<file path="config.mk">
export PLATFORM = sky130hd
export DESIGN_NAME = output_vc_state_tracker
export DESIGN_NICKNAME = d
export VERILOG_FILES = /design/src/rtl/output_vc_state_tracker.sv
export SDC_FILE = /design/constraint.sdc
export NUM_CORES = 1
export LEC_CHECK = 0
export ABC_AREA = 1
export CAP_MARGIN = 30
export CORE_ASPECT_RATIO = 0.7
export CORE_MARGIN = 3
export CORE_UTILIZATION = 50
export CTS_BUF_LIST = sky130_fd_sc_hd__clkbuf_4
export DETAILED_ROUTE_END_ITERATION = 10
export GPL_TIMING_DRIVEN = 0
export PLACE_DENSITY_LB_ADDON = 0.12
export SLEW_MARGIN = 20
export SYNTH_ARGS = -nofsm -noshare
export SYNTH_HDL_FRONTEND = slang
export SYNTH_SLANG_ARGS = --single-unit
</file>
<file path="constraint.sdc">
create_clock -name clk -period 5.7 [get_ports clk]
set_input_delay 0.57 -clock clk [delete_from_list [all_inputs] [get_ports clk]]
set_output_delay 0.57 -clock clk [all_outputs]
set_load 0.02 [all_outputs]
</file>
<file path="src/rtl/output_vc_state_tracker.sv">
// -----------------------------------------------------------------------------
// output_vc_state_tracker
//
// Purpose:
//   Per-output-port VC state and credit tracker. This block is the producer
//   side of the gather VC allocator handshake. It advertises which output VCs
//   are free (outVCAvailable) and consumes the allocator's one-cycle grant
//   pulses (outVCAvailableReset). It also tracks downstream buffer credits per
//   VC from departing link flits and returned credits. A VC is re-armed once
//   its packet has left and the downstream buffer has fully drained.
//   One instance is used per router output port.
//
// Parameters:
//   CN         number of VCs per port (matches allocator width)
//   BUF_DEPTH  downstream per-VC buffer depth in flits (= initial credits), >=1
//   CW         credit counter width, derived as $clog2(BUF_DEPTH+1)
//
// Ports:
//   clk                  in   1      clock (single domain)
//   rst                  in   1      synchronous reset, active-high
//   outVCAvailableReset  in   CN     allocator grant pulse per output VC
//   flitOutValid         in   1      a flit leaves on the output link this cycle
//   flitOutVC            in   CN     one-hot VC of the departing flit
//   flitOutTail          in   1      departing flit is a tail (single flit = tail)
//   creditIn             in   CN     per-VC credit return pulse, one slot each
//   outVCAvailable       out  CN     VC is free for allocation
//   outVCHasCredit       out  CN     credit count is non-zero
//   creditCnt            out  CN*CW  flattened credit counters, VC0 in the LSBs
//   protoErr             out  CN     sticky per-VC protocol error
//   state_dbg            out  CN*2   per-VC FSM state (IDLE=0, ALLOC=1, DRAIN=2),
//                                    VC0 in the LSBs, for observation only
//
// Build option:
//   OVC_EARLY_RELEASE_EN  when defined, a tail flit sent in ALLOC returns the VC
//                         straight to IDLE regardless of credits, so DRAIN is
//                         never entered and a VC can be reallocated while the
//                         downstream buffer still holds flits. When undefined
//                         (default), reallocation waits in DRAIN until all
//                         credits have returned.
//
// Allocator handshake:
//   outVCAvailable[v] acts as the "valid" of a free VC; outVCAvailableReset[v]
//   is the allocator's single-cycle "take" of that VC. A take is honoured only
//   when the VC is IDLE at that clock edge, and outVCAvailable[v] drops on the
//   following cycle. A take in any other state is ignored and flagged in
//   protoErr. No backpressure exists on this interface.
// -----------------------------------------------------------------------------
module output_vc_state_tracker #(
  parameter int CN        = 5,
  parameter int BUF_DEPTH = 4
) (
  input  logic                                 clk,
  input  logic                                 rst,
  input  logic [CN-1:0]                        outVCAvailableReset,
  input  logic                                 flitOutValid,
  input  logic [CN-1:0]                        flitOutVC,
  input  logic                                 flitOutTail,
  input  logic [CN-1:0]                        creditIn,
  output logic [CN-1:0]                        outVCAvailable,
  output logic [CN-1:0]                        outVCHasCredit,
  output logic [CN*$clog2(BUF_DEPTH+1)-1:0]    creditCnt,
  output logic [CN-1:0]                        protoErr,
  output logic [CN*2-1:0]                      state_dbg
);

  localparam int CW = $clog2(BUF_DEPTH + 1);
  localparam logic [CW-1:0] CNT_FULL = CW'(BUF_DEPTH);

  typedef enum logic [1:0] {
    IDLE  = 2'd0,
    ALLOC = 2'd1,
    DRAIN = 2'd2
  } vc_state_t;

  vc_state_t     state_q [CN];
  logic [CW-1:0] cnt_q   [CN];
  logic [CN-1:0] err_q;

  logic [CW-1:0] cnt_nxt [CN];
  logic [CN-1:0] err_set;
  logic          flit_onehot;
  logic [CN-1:0] send_vec;
  logic [CN-1:0] bad_vec;

  // ---------------------------------------------------------------------------
  // Departing flit qualification. A flit whose VC field is not one-hot is not
  // attributed to any VC; every VC named in the malformed field is flagged.
  // ---------------------------------------------------------------------------
  always_comb begin
    flit_onehot = (flitOutVC != '0) &&
                  ((flitOutVC & (flitOutVC - CN'(1))) == '0);
    send_vec    = '0;
    bad_vec     = '0;
    if (flitOutValid) begin
      if (flit_onehot) begin
        send_vec = flitOutVC;
      end else begin
        bad_vec  = flitOutVC;
      end
    end
  end

  // ---------------------------------------------------------------------------
  // Credit next-state and per-cycle error detection.
  // A send and a return on the same VC cancel exactly, even at the counter
  // limits, so they never raise an error together.
  // ---------------------------------------------------------------------------
  always_comb begin
    err_set = '0;
    for (int v = 0; v < CN; v++) begin
      cnt_nxt[v] = cnt_q[v];
      err_set[v] = bad_vec[v];

      case ({send_vec[v], creditIn[v]})
        2'b10: begin
          if (cnt_q[v] == '0) begin
            // Underflow: the link sent without a credit; hold at zero.
            err_set[v] = 1'b1;
          end else begin
            cnt_nxt[v] = cnt_q[v] - CW'(1);
          end
        end
        2'b01: begin
          if (cnt_q[v] == CNT_FULL) begin
            // Overflow: more credits returned than slots exist; saturate.
            err_set[v] = 1'b1;
          end else begin
            cnt_nxt[v] = cnt_q[v] + CW'(1);
          end
        end
        default: begin
          cnt_nxt[v] = cnt_q[v];
        end
      endcase

      // A flit on an unallocated VC is an error but still consumes a credit.
      // This includes a flit sent in the very cycle the grant arrives.
      if (send_vec[v] && (state_q[v] == IDLE)) begin
        err_set[v] = 1'b1;
      end

      // A grant for a VC that is not free is ignored and flagged.
      if (outVCAvailableReset[v] && (state_q[v] != IDLE)) begin
        err_set[v] = 1'b1;
      end
    end
  end

  // ---------------------------------------------------------------------------
  // Per-VC state machine, credit counters and sticky error flags.
  // Release decisions compare against the next credit count so that a VC whose
  // last credit returns in the same cycle as the tail goes straight to IDLE.
  // ---------------------------------------------------------------------------
  always_ff @(posedge clk) begin
    if (rst) begin
      for (int v = 0; v < CN; v++) begin
        state_q[v] <= IDLE;
        cnt_q[v]   <= CNT_FULL;
      end
      err_q <= '0;
    end else begin
      for (int v = 0; v < CN; v++) begin
        cnt_q[v] <= cnt_nxt[v];

        case (state_q[v])
          IDLE: begin
            if (outVCAvailableReset[v]) begin
              state_q[v] <= ALLOC;
            end
          end
          ALLOC: begin
            if (send_vec[v] && flitOutTail) begin
`ifdef OVC_EARLY_RELEASE_EN
              state_q[v] <= IDLE;
`else
              if (cnt_nxt[v] == CNT_FULL) begin
                state_q[v] <= IDLE;
              end else begin
                state_q[v] <= DRAIN;
              end
`endif
            end
          end
          DRAIN: begin
            if (cnt_nxt[v] == CNT_FULL) begin
              state_q[v] <= IDLE;
            end
          end
          default: begin
            state_q[v] <= IDLE;
          end
        endcase
      end
      err_q <= err_q | err_set;
    end
  end

  // ---------------------------------------------------------------------------
  // Output decode. Availability comes straight from the registered state;
  // credit outputs are a zero-latency view of the counter registers.
  // ---------------------------------------------------------------------------
  always_comb begin
    outVCAvailable = '0;
    outVCHasCredit = '0;
    creditCnt      = '0;
    state_dbg      = '0;
    for (int v = 0; v < CN; v++) begin
      outVCAvailable[v]        = (state_q[v] == IDLE);
      outVCHasCredit[v]        = (cnt_q[v] != '0);
      creditCnt[v*CW +: CW]    = cnt_q[v];
      state_dbg[v*2 +: 2]      = state_q[v];
    end
  end

  assign protoErr = err_q;

endmodule

</file>
==> results summary <==
The relative contribution of combinational cells to total power is 43.6%. The data arrival time at the worst-slack endpoint came out at 3.25 ns. After synthesis, the netlist uses 30 different library cells. The largest net degree at the start of global routing came out at 11.

The post-layout worst setup margin came out at 2.50 ns. The number of buffer and inverter instances along the worst setup path came out at 2. TritonCTS built the clock tree. The most common cell in the synthesized netlist is nand2_1. The leakage component of the power came out at ~1.7 nW. After detailed routing, the number of remaining DRC violations is 0. The peak supply drop came out at 141 µV. STA puts the critical path data required time at approximately 5.8 ns. The cell depth of the worst setup path came out at 14. The analysis attributes to net switching a power of 0.275 mW.

59 I/O pins were placed. The post-detailed-route via-to-cell ratio came out at around 5. The part of the total power dissipated in the clock network came out at 18.5%. The share of the yosys chip area belonging to registers is 26.4%. The cell taking the most area after synthesis is dfxtp_1. The run finished with clean final reports.

The number of gates resized after CTS was 0. The number of antenna violations at the first check in global routing is 0. The largest incremental delay on the critical path came out at 0.55 ns. The number of hold violations in the final report is 0. Clock-pin slew was measured on the worst setup and hold paths at around 0.10 ns.

The fraction of layout cells with a size suffix above 1 is a little over a tenth. Summing all multi-input logic gate instances after layout gives ~1600 µm². The critical path launch point type is a primary input.

The die area is 6150 µm². The cell depth of the worst min-delay path is 2. By startpoint and endpoint, the worst setup path is classified as primary input to flop. The number of I/O port buffers is 58. Buffers added to address setup during post-CTS repair amount to 0. The signal on the critical path passes through clkdlybuf4s50_1, nor2_1, nand2_1, nor2_1, nand3b_4, nor2_1, ha_1, inv_1, o21ai_0, o21ai_0, o21ai_0, nor3_1, nand2_1, nand4_1.

The slowest stage of the critical path belongs to the cell clkdlybuf4s50_1. Compared with the post-synthesis result, the final layout area differs by 27.5%. The number of iterations in the first detailed-routing pass is 4. Counting every sink on the clock net gives 30. The finished layout holds between 500 and 600 standard cells, fillers aside. Registers are responsible for 37.9% of the overall power. The total placed cells including tap cells came out at 518.

The commonest cells after synthesis are nand2_1 (104), inv_1 (60), nand3_1 (32), nor2_1 (32). The cell type group with the largest total delay on the critical path is simple AND/OR/NAND/NOR gates. In this run the vertical extent of the chip is 66.5 µm. In the synthesized netlist the dominant register cell turns out to be dfxtp_1. The total of flip-flops plus latches after synthesis is 30.

At the pin with the least slew margin, the transition time is 0.606 ns. Setup repair after global routing left no endpoint under its margin. The design internal power came out at 0.425 mW. The global placement routability congestion is 0.898. The launching element of the worst setup path is flitOutVC[2]. The clock tree synthesis step divided the H-tree into 2 levels.

The setup total negative slack is 0 ns. Ranked by total cell area, the synthesized netlist is headed by dfxtp_1 (16%), nand2_1 (15%), ha_1 (12%). The worst path in the final design needs a cycle of 3.20 ns, including I/O delays and setup. The tightest slew margin relative to the limit is 59.6%. The global-route wire length before repair is 10200 µm.

The share of the cycle needed by the critical path after routing came out at 56.1%. The core footprint is roughly 4900 µm². The via count of the first global-routing pass came out at around 2300. The start point of the worst hold path is cnt_q[0][9]. The later pin in the worst-skew pair is clocked with a latency of 0.34 ns.

The number of cells on the worst reg-to-reg path is 9. The global-route total usage across every layer is 20.9%. The setup skew after layout is 0.0116 ns.

The number of nets in the layout came out at 500. The cell area power density is 210 nW/µm². The worst register-to-register path begins at cnt_q[0][12]. The half-perimeter wire length after detailed placement came out at 5090 µm. The number of max-slew violations in the final report is 0.

The clock passes through at most 2 buffers. The number of vias in the routed layout came out at 2636. Of all nets on the critical path, the largest fanout is 10. The count of filler cells inserted in the layout is 439. Of the total power, the share spent switching nets is slightly below 40%. The worst hold path belongs to the class flop to flop.

The highest clock rate is 313 MHz. The floorplan row count is 21. The count of nets left with antenna violations once routing finished came out at 0. The area used by sequential logic in the layout came out at 691 µm². After synthesis the cells add up to 2620 µm². The final layout contains routed wiring with a total length of 6300 µm. The share of flip-flops with an asynchronous set or reset after synthesis is 0%. In this run the mean area of a mapped cell was 6.69 µm². The count of inserted antenna diode cells came out at 0. The number of max-capacitance violations reported came out at 0. The die span in x is a little over 90 µm. The gate count after technology mapping came out at 391. The number of flops mapped to enable cells by yosys came out at 9. The area share of the largest cell type after synthesis came out at 16.1%. The worst setup path is captured at a flop. Setup violations remaining at the end of the flow were counted as 0. The per-cell routed wire length came out at 12.0 µm. Hold repair after CTS inserted 0 buffers. The clock tree root buffer cell is clkbuf_4. The pre-CTS worst setup slack came out at 2.22 ns. The yosys synthesis warning count came out at 0. For this run the aggregate overflow at the end of global routing stands at 0. The number of nets produced by synthesis is 435. The effective utilization at floorplan came out at between 50% and 60%. The clock buffer count from CTS is 5. The number of design-rule violations left by the first detailed-router iteration came out at 159.
-- through the flow --
| step | utilization [%] | hold slack [ns] | total power [mW] | area, µm² |
|---|---|---|---|---|
| 6_report | 67.9 | 0.526 | 0.700 | 3340 |
| 5_1_grt | 67.9 | 0.556 | 0.746 | 3340 |
| 4_1_cts | 67.9 | 0.532 | 0.703 | 3340 |
| 3_5_place_dp | 66.8 | 0.518 | 0.573 | 3280 |
| 3_3_place_gp | 66.8 | 0.505 | 0.567 | 3280 |
| 2_1_floorplan | - | 0.578 | 0.461 | 2620 |
-- path summary, 6_finish.rpt --
| check | end | slack, ns |
|---|---|---|
| min reg2reg | cnt_q[0][9] | 0.53 |
| min | cnt_q[0][9] | 0.53 |
| max reg2reg | state_q[4][1] | 3.66 |
| max | state_q[4][1] | 2.50 |
-- logic make-up after synthesis --
logic type	after synthesis	share of synthesized area [%]
and+or+nand+nor	208	37.6
buffers and inverters	74	12.0
AOI/OAI and AO/OA	50	10.7
DFF	30	26.4
adders and majority gates	25	12.0
xor gates and xnor gates	4	1.34
-- cell usage in the layout, fill, tap and decap left out, types with 7 or more instances in the layout --
cell	count
o21ai_0	13
nor2_2	7
nand2_1	104
nand2_2	11
a21oi_1	25
clkdlybuf4s50_1	58
inv_1	60
edfxtp_1	9
ha_1	25
nor2_1	32
dfxtp_1	21
nand3_1	32
-- sequential cells by signal, summed over array words and instances (netlist names) --
| register | cells |
|---|---|
| cnt_q | 15 |
| protoErr | 5 |
| state_q | 10 |
-- power groups by stage --
stage / Sequential [mW] / Clock, mW / Combinational (mW)
finish: 0.265 / 0.129 / 0.305
global route: 0.269 / 0.140 / 0.337
CTS: 0.265 / 0.132 / 0.305
detailed placement: 0.270 / 0 / 0.303
global placement: 0.270 / 0 / 0.297
floorplan: 0.293 / 0 / 0.168
-- layout make-up --
type	instances	share of cell area (%)
Timing Repair Buffer	58	17.4
Sequential cell	30	20.7
Buffer	7	1.69
Tap cell	69	2.59
Inverter	67	7.76
Clock inverter	2	0.262
Clock buffer	6	1.35
Multi-Input combinational cell	287	48.3
-- worst register-to-register path: stages, from the launching register on --
cell      delay, ns
dfxtp_1        0.40
inv_1          0.08
ha_1           0.26
a21oi_1        0.26
nand2_1        0.08
o211ai_1       0.07
o21ai_0        0.15
nor3_1         0.23
nand2_1        0.12
nand4_1        0.11
-- per-layer routing --
metal / vias up / track usage (%) / routed length, µm
met1: 1169 / 29.3 / 3210
li1: 1378 / - / -
met3: 8 / 4.85 / 371
met2: 81 / 31.7 / 2650
met4: 0 / 6.30 / 68
met5: - / 0 / 0
(Power assumes the default switching activity.)
